**config.mk**
```make
export PLATFORM = sky130hd
export DESIGN_NAME = tdm_demux4
export DESIGN_NICKNAME = d
export VERILOG_FILES = /design/src/rtl/tdm_pkg.sv /design/src/rtl/tdm_slot_timer.sv /design/src/rtl/tdm_demux4.sv
export SDC_FILE = /design/constraint.sdc
export NUM_CORES = 1
export LEC_CHECK = 0
export ABC_AREA = 1
export CAP_MARGIN = 20
export CELL_PAD_IN_SITES_DETAIL_PLACEMENT = 1
export CELL_PAD_IN_SITES_GLOBAL_PLACEMENT = 1
export CORE_ASPECT_RATIO = 0.5
export CORE_MARGIN = 3
export CORE_UTILIZATION = 35
export CTS_BUF_LIST = sky130_fd_sc_hd__clkbuf_4
export DETAILED_ROUTE_END_ITERATION = 12
export HOLD_SLACK_MARGIN = 0.06
export PLACE_DENSITY_LB_ADDON = 0.12
export SLEW_MARGIN = 10
export SYNTH_ARGS = -nofsm -noshare
export SYNTH_HDL_FRONTEND = slang
export SYNTH_SLANG_ARGS = --single-unit
```
**constraint.sdc**
```tcl
create_clock -name clk -period 1.74 [get_ports clk]
set_input_delay 0.348 -clock clk [delete_from_list [all_inputs] [get_ports clk]]
set_output_delay 0.348 -clock clk [all_outputs]
set_load 0.005 [all_outputs]
```
**src/rtl/tdm_pkg.sv**
```systemverilog
// Shared definitions for the 4-channel TDM demultiplexer: slot/select encoding,
// receiver states and the command set the top uses to drive the slot timer.
package tdm_pkg;

   typedef enum logic [1:0] {
      SLOT_A = 2'b00,
      SLOT_B = 2'b01,
      SLOT_C = 2'b10,
      SLOT_D = 2'b11
   } slot_e;

   typedef enum logic {
      ST_HUNT = 1'b0,
      ST_SYNC = 1'b1
   } state_e;

   typedef enum logic [2:0] {
      TMR_HOLD      = 3'd0,
      TMR_CLEAR     = 3'd1,
      TMR_RESTART   = 3'd2,
      TMR_STEP      = 3'd3,
      TMR_STEP_SYNC = 3'd4,
      TMR_STEP_MISS = 3'd5
   } tmr_cmd_e;

   function automatic logic [3:0] slot_onehot(input logic [1:0] slot);
      return 4'b0001 << slot;
   endfunction

endpackage

```
**src/rtl/tdm_slot_timer.sv**
```systemverilog
// Bit/slot position and missed-sync counting for the TDM receiver; the top
// decides what happens each bit time and issues one command per edge.
module tdm_slot_timer
   import tdm_pkg::*;
#(
   parameter int SLOT_BITS = 8,
   parameter int MAX_MISS  = 3
) (
   input  logic       clk,
   input  logic       rst_n,
   input  logic [2:0] cmd,
   output logic [1:0] slot,
   output logic       last_bit,
   output logic       boundary,
   output logic       miss_limit
);

   localparam int CW = (SLOT_BITS > 1) ? $clog2(SLOT_BITS) : 1;
   localparam int MW = $clog2(MAX_MISS + 1);

   logic [CW-1:0] bit_cnt_r;
   logic [1:0]    slot_r;
   logic [MW-1:0] miss_r;

   assign slot       = slot_r;
   assign last_bit   = (bit_cnt_r == CW'(SLOT_BITS - 1));
   assign boundary   = (slot_r == 2'b00) && (bit_cnt_r == {CW{1'b0}});
   // Asserted when one more missed boundary would exhaust the flywheel.
   assign miss_limit = (miss_r == MW'(MAX_MISS - 1));

   // Position and miss counters, advanced only on commanded bit times.
   always_ff @(posedge clk) begin
      if (!rst_n) begin
         bit_cnt_r <= {CW{1'b0}};
         slot_r    <= 2'b00;
         miss_r    <= {MW{1'b0}};
      end else begin
         case (cmd)
            TMR_CLEAR: begin
               bit_cnt_r <= {CW{1'b0}};
               slot_r    <= 2'b00;
               miss_r    <= {MW{1'b0}};
            end
            TMR_RESTART: begin
               bit_cnt_r <= CW'(1);
               slot_r    <= 2'b00;
               miss_r    <= {MW{1'b0}};
            end
            TMR_STEP, TMR_STEP_SYNC, TMR_STEP_MISS: begin
               if (last_bit) begin
                  bit_cnt_r <= {CW{1'b0}};
                  slot_r    <= slot_r + 2'd1;
               end else begin
                  bit_cnt_r <= bit_cnt_r + CW'(1);
               end
               if (cmd == TMR_STEP_SYNC) begin
                  miss_r <= {MW{1'b0}};
               end else if (cmd == TMR_STEP_MISS) begin
                  miss_r <= miss_r + MW'(1);
               end else begin
                  miss_r <= miss_r;
               end
            end
            default: begin
               bit_cnt_r <= bit_cnt_r;
               slot_r    <= slot_r;
               miss_r    <= miss_r;
            end
         endcase
      end
   end

endmodule

```
**src/rtl/tdm_demux4.sv**
```systemverilog
// Receive-side 4-channel TDM demultiplexer: frame lock FSM with flywheel,
// serial-to-parallel shift register and per-channel word registers.
module tdm_demux4
   import tdm_pkg::*;
#(
   parameter int SLOT_BITS = 8,
   parameter int MAX_MISS  = 3
) (
   input  logic                 clk,
   input  logic                 rst_n,
   input  logic                 bit_en,
   input  logic                 din,
   input  logic                 fsync,
   output logic [SLOT_BITS-1:0] a,
   output logic [SLOT_BITS-1:0] b,
   output logic [SLOT_BITS-1:0] c,
   output logic [SLOT_BITS-1:0] d,
   output logic [3:0]           ch_valid,
   output logic                 frame_valid,
   output logic [1:0]           sel,
   output logic                 locked,
   output logic                 sync_err
);

   state_e               state_r;
   state_e               state_n;
   logic [2:0]           cmd_s;
   logic                 shift_en_s;
   logic                 load_en_s;
   logic                 realign_s;
   logic [1:0]           slot_s;
   logic                 last_bit_s;
   logic                 boundary_s;
   logic                 miss_limit_s;
   logic [SLOT_BITS-1:0] shift_r;
   logic [SLOT_BITS-1:0] word_s;

   tdm_slot_timer #(
      .SLOT_BITS (SLOT_BITS),
      .MAX_MISS  (MAX_MISS)
   ) u_timer (
      .clk        (clk),
      .rst_n      (rst_n),
      .cmd        (cmd_s),
      .slot       (slot_s),
      .last_bit   (last_bit_s),
      .boundary   (boundary_s),
      .miss_limit (miss_limit_s)
   );

   assign word_s = {shift_r[SLOT_BITS-2:0], din};
   assign sel    = slot_s;

   // Lock FSM: decides per bit time whether to decode, realign or drop lock.
   always_comb begin
      state_n    = state_r;
      cmd_s      = TMR_HOLD;
      shift_en_s = 1'b0;
      load_en_s  = 1'b0;
      realign_s  = 1'b0;
      if (bit_en) begin
         case (state_r)
            ST_HUNT: begin
               if (fsync) begin
                  state_n    = ST_SYNC;
                  cmd_s      = TMR_RESTART;
                  shift_en_s = 1'b1;
               end else begin
                  cmd_s = TMR_HOLD;
               end
            end
            ST_SYNC: begin
               if (fsync && !boundary_s) begin
                  // Unexpected sync wins: this bit restarts the frame.
                  cmd_s      = TMR_RESTART;
                  shift_en_s = 1'b1;
                  realign_s  = 1'b1;
               end else if (boundary_s && !fsync) begin
                  if (miss_limit_s) begin
                     state_n = ST_HUNT;
                     cmd_s   = TMR_CLEAR;
                  end else begin
                     cmd_s      = TMR_STEP_MISS;
                     shift_en_s = 1'b1;
                  end
               end else if (boundary_s) begin
                  cmd_s      = TMR_STEP_SYNC;
                  shift_en_s = 1'b1;
               end else begin
                  cmd_s      = TMR_STEP;
                  shift_en_s = 1'b1;
                  load_en_s  = last_bit_s;
               end
            end
            default: begin
               state_n = ST_HUNT;
               cmd_s   = TMR_CLEAR;
            end
         endcase
      end else begin
         state_n = state_r;
      end
   end

   // State, shift register, channel words and single-cycle status pulses.
   always_ff @(posedge clk) begin
      if (!rst_n) begin
         state_r     <= ST_HUNT;
         locked      <= 1'b0;
         shift_r     <= {SLOT_BITS{1'b0}};
         a           <= {SLOT_BITS{1'b0}};
         b           <= {SLOT_BITS{1'b0}};
         c           <= {SLOT_BITS{1'b0}};
         d           <= {SLOT_BITS{1'b0}};
         ch_valid    <= 4'b0000;
         frame_valid <= 1'b0;
         sync_err    <= 1'b0;
      end else begin
         state_r     <= state_n;
         locked      <= (state_n == ST_SYNC);
         ch_valid    <= load_en_s ? slot_onehot(slot_s) : 4'b0000;
         frame_valid <= load_en_s && (slot_s == SLOT_D);
         sync_err    <= realign_s;
         if (shift_en_s) begin
            shift_r <= word_s;
         end else begin
            shift_r <= shift_r;
         end
         if (load_en_s) begin
            case (slot_s)
               SLOT_A:  a <= word_s;
               SLOT_B:  b <= word_s;
               SLOT_C:  c <= word_s;
               SLOT_D:  d <= word_s;
               default: a <= a;
            endcase
         end else begin
            a <= a;
         end
      end
   end

endmodule
```
==> run metrics <==
outcome finished clean; Core ar. ~5600 sq um; post-layout worst setup margin 75.7 ps; hold slack 470 ps; critical path type reg2out; YS warnings 0; post-synthesis register bit count 53; DR vias ~1,900; sequential cell area fraction in the yosys report 0.509; clk buf depth 2; total gr overflow 0; crit path cell chain clkdlybuf4s50_1; via/cell ratio slightly below 5; crit path launch state_r; CP startpoint kind register; H-tree depth 2; post-synthesis cell type count 23; total CTS buffers 5; Critical-path top delay cell clkdlybuf4s50_1; Critical Path RT between 1000 and 1500 ps; Syn Nets around 270; residual DRC count 0; Layout area overhead 35.2%; drt total wl roughly 5600 microns; pre-CTS setup slack -168 ps; post-synth top area cell dfxtp_1; maxcap violations 0; Syn Std Cell Area between 2000 and 2500 sq um; CP Capture Type primary output; Synth top area share 0.509; Rows 19; highest cell delay on the worst timing path approximately 520 ps; WL per Instance between 10 and 15 microns; r2r startpoint u_timer.slot[1]; io pins 46; clk slew on worst S/H paths ~160 ps; Chip Width between 100 and 150 microns; hold_buf cts 0; fin nets 340; clk_lat worst skew ~380 ps; Max FO, Critical Path 4; crit path time final ~1700 ps; Final Max Tran Viols 0; LEAKAGE between 1 and 1.5 nW; Mapped Cells roughly 260; gr usage total 0.171; Power Dens Cells slightly above 700 nW/um^2; Least-Margin Pin Slew 322 ps; VDD IR max 0.000313 V; # port buffers 45; Period Utilization, post-route 0.956; delay-heaviest family, CP buffers and inverters; Setup violations, final 0; drt pass-1 iters 4; ANT cells 0; Cell Area, Placed approximately 2700 sq um; fraction of layout cells with a size suffix above 1 0.149; global placement routability congestion between 0.7 and 0.8; Die ar. between 6000 and 7000 sq um; fillcell total between 600 and 700; largest cells by area after synthesis dfxtp_1, nor2_1, o21ai_0, nand2_1, a21oi_1; Root Driver clkbuf_4; area occupied by multi-input gates a little over 900 sq um; Clock Sink Count 53; total power around 2 mW; number of routed nets with antenna violations 0; DR iter-0 viols 133; Mean Syn Cell Area 7.99 sq um; Slew headroom 0.785; first-pass GRT wire length roughly 9300 microns; Final HPWL DP ~4200 microns; Fin. Hold Viols 0; worst path buffer plus inverter count 1; Setup Skew between 10 and 15 ps; initial antenna violation count 0; die height around 61 microns; Max Clock Freq 0.601 GHz; vias in the first global route 1,931; FF/Latch Area around 1100 sq um; WP data arrival around 1300 ps; RSZ-0062 raised after global routing no; CTS tree built; largest net degree at the start of global routing 24; Worst Min Path Start a[2]; HP Class reg2reg; initial core utilization 0.372; TNS Setup 0 ps; post-route cell area 2820 sq um
==> state kept, by name, indices dropped and copies added, names as in the netlist, 2 cells and up <==
signal / cells
a: 8
b: 8
c: 8
d: 8
shift_r: 7
ch_valid: 4
u_timer.bit_cnt_r: 3
u_timer.miss_r: 2
u_timer.slot: 2
==> synth_stat cells (all sizes together) <==
cell,instances
dfxtp,53
nand3,19
nand2,38
buf,3
o21ai,26
clkbuf,4
a31oi,1
nor2,57
nand4,2
clkinv,1
a21boi,1
ha,8
o22ai,1
a21oi,23
inv,22
nor3,2
==> worst paths after layout <==
kind	to	slack [ps]	depth (start not counted)
hold reg to reg	a[2]	470	2
setup / recovery	locked	80	1
hold / removal	a[2]	470	2
setup reg to reg	d[1]	160	8
==> tightest hold or removal path: stages, from the launching register on <==
cell	delay, ps
dfxtp_1	340
nand2_1	60
a21oi_1	50
==> stage by stage <==
stage,utilization,cells
finish,0.502,401
global route,0.502,401
CTS,0.499,399
detailed placement,0.488,391
global placement,0.488,391
floorplan,-,261
==> cell usage in the layout, fill, tap and decap left out, drive strengths merged, types with 2 or more instances in the layout <==
cell type,n
nor3,2
buf,21
dfxtp,53
dlymetal6s2s,2
nand4,2
clkbuf,5
nand2,38
o21ai,26
inv,23
clkdlybuf4s50,43
nor2,57
a21oi,23
ha,8
clkinv,3
nand3,19
==> logic make-up (layout without fill, tap and decap cells) <==
group	after synthesis	after routing	share of synthesized area
and+or+nand+nor	118	118	0.259
DFF	53	53	0.509
AOI/OAI and AO/OA	52	52	0.127
buffers and inverters	30	97	0.0570
adders and majority gates	8	8	0.0480
==> where the power goes <==
| group | internal (mW) | total, mW | leakage (nW) | switching, mW |
|---|---|---|---|---|
| logic | 0.0842 | 0.206 | 0.745 | 0.122 |
| clock network | 0.162 | 0.576 | 0.0332 | 0.413 |
| registers | 1.23 | 1.24 | 0.429 | 0.0128 |
==> metal layers <==
metal / wire length [microns] / global-route usage
met1: 2820 / 0.236
met2: 2560 / 0.277
met3: 203 / 0.0388
met4: 39 / 0.0351
met5: 0 / 0
==> timing repair <==
action,4_1_cts,5_1_grt
endpoints found under the setup margin,1,4
gates resized for setup,1,3
pin swaps,0,1
setup buffers,0,2
==> area by class of cell <==
class,count,share of cell area
clock buffers,5,0.0133
repair buffers,66,0.217
clock inverters,3,0.00755
multi-input cells,178,0.321
well taps,73,0.0324
inverters,23,0.0311
flip-flops and latches,53,0.377
(Power assumes the default switching activity.)
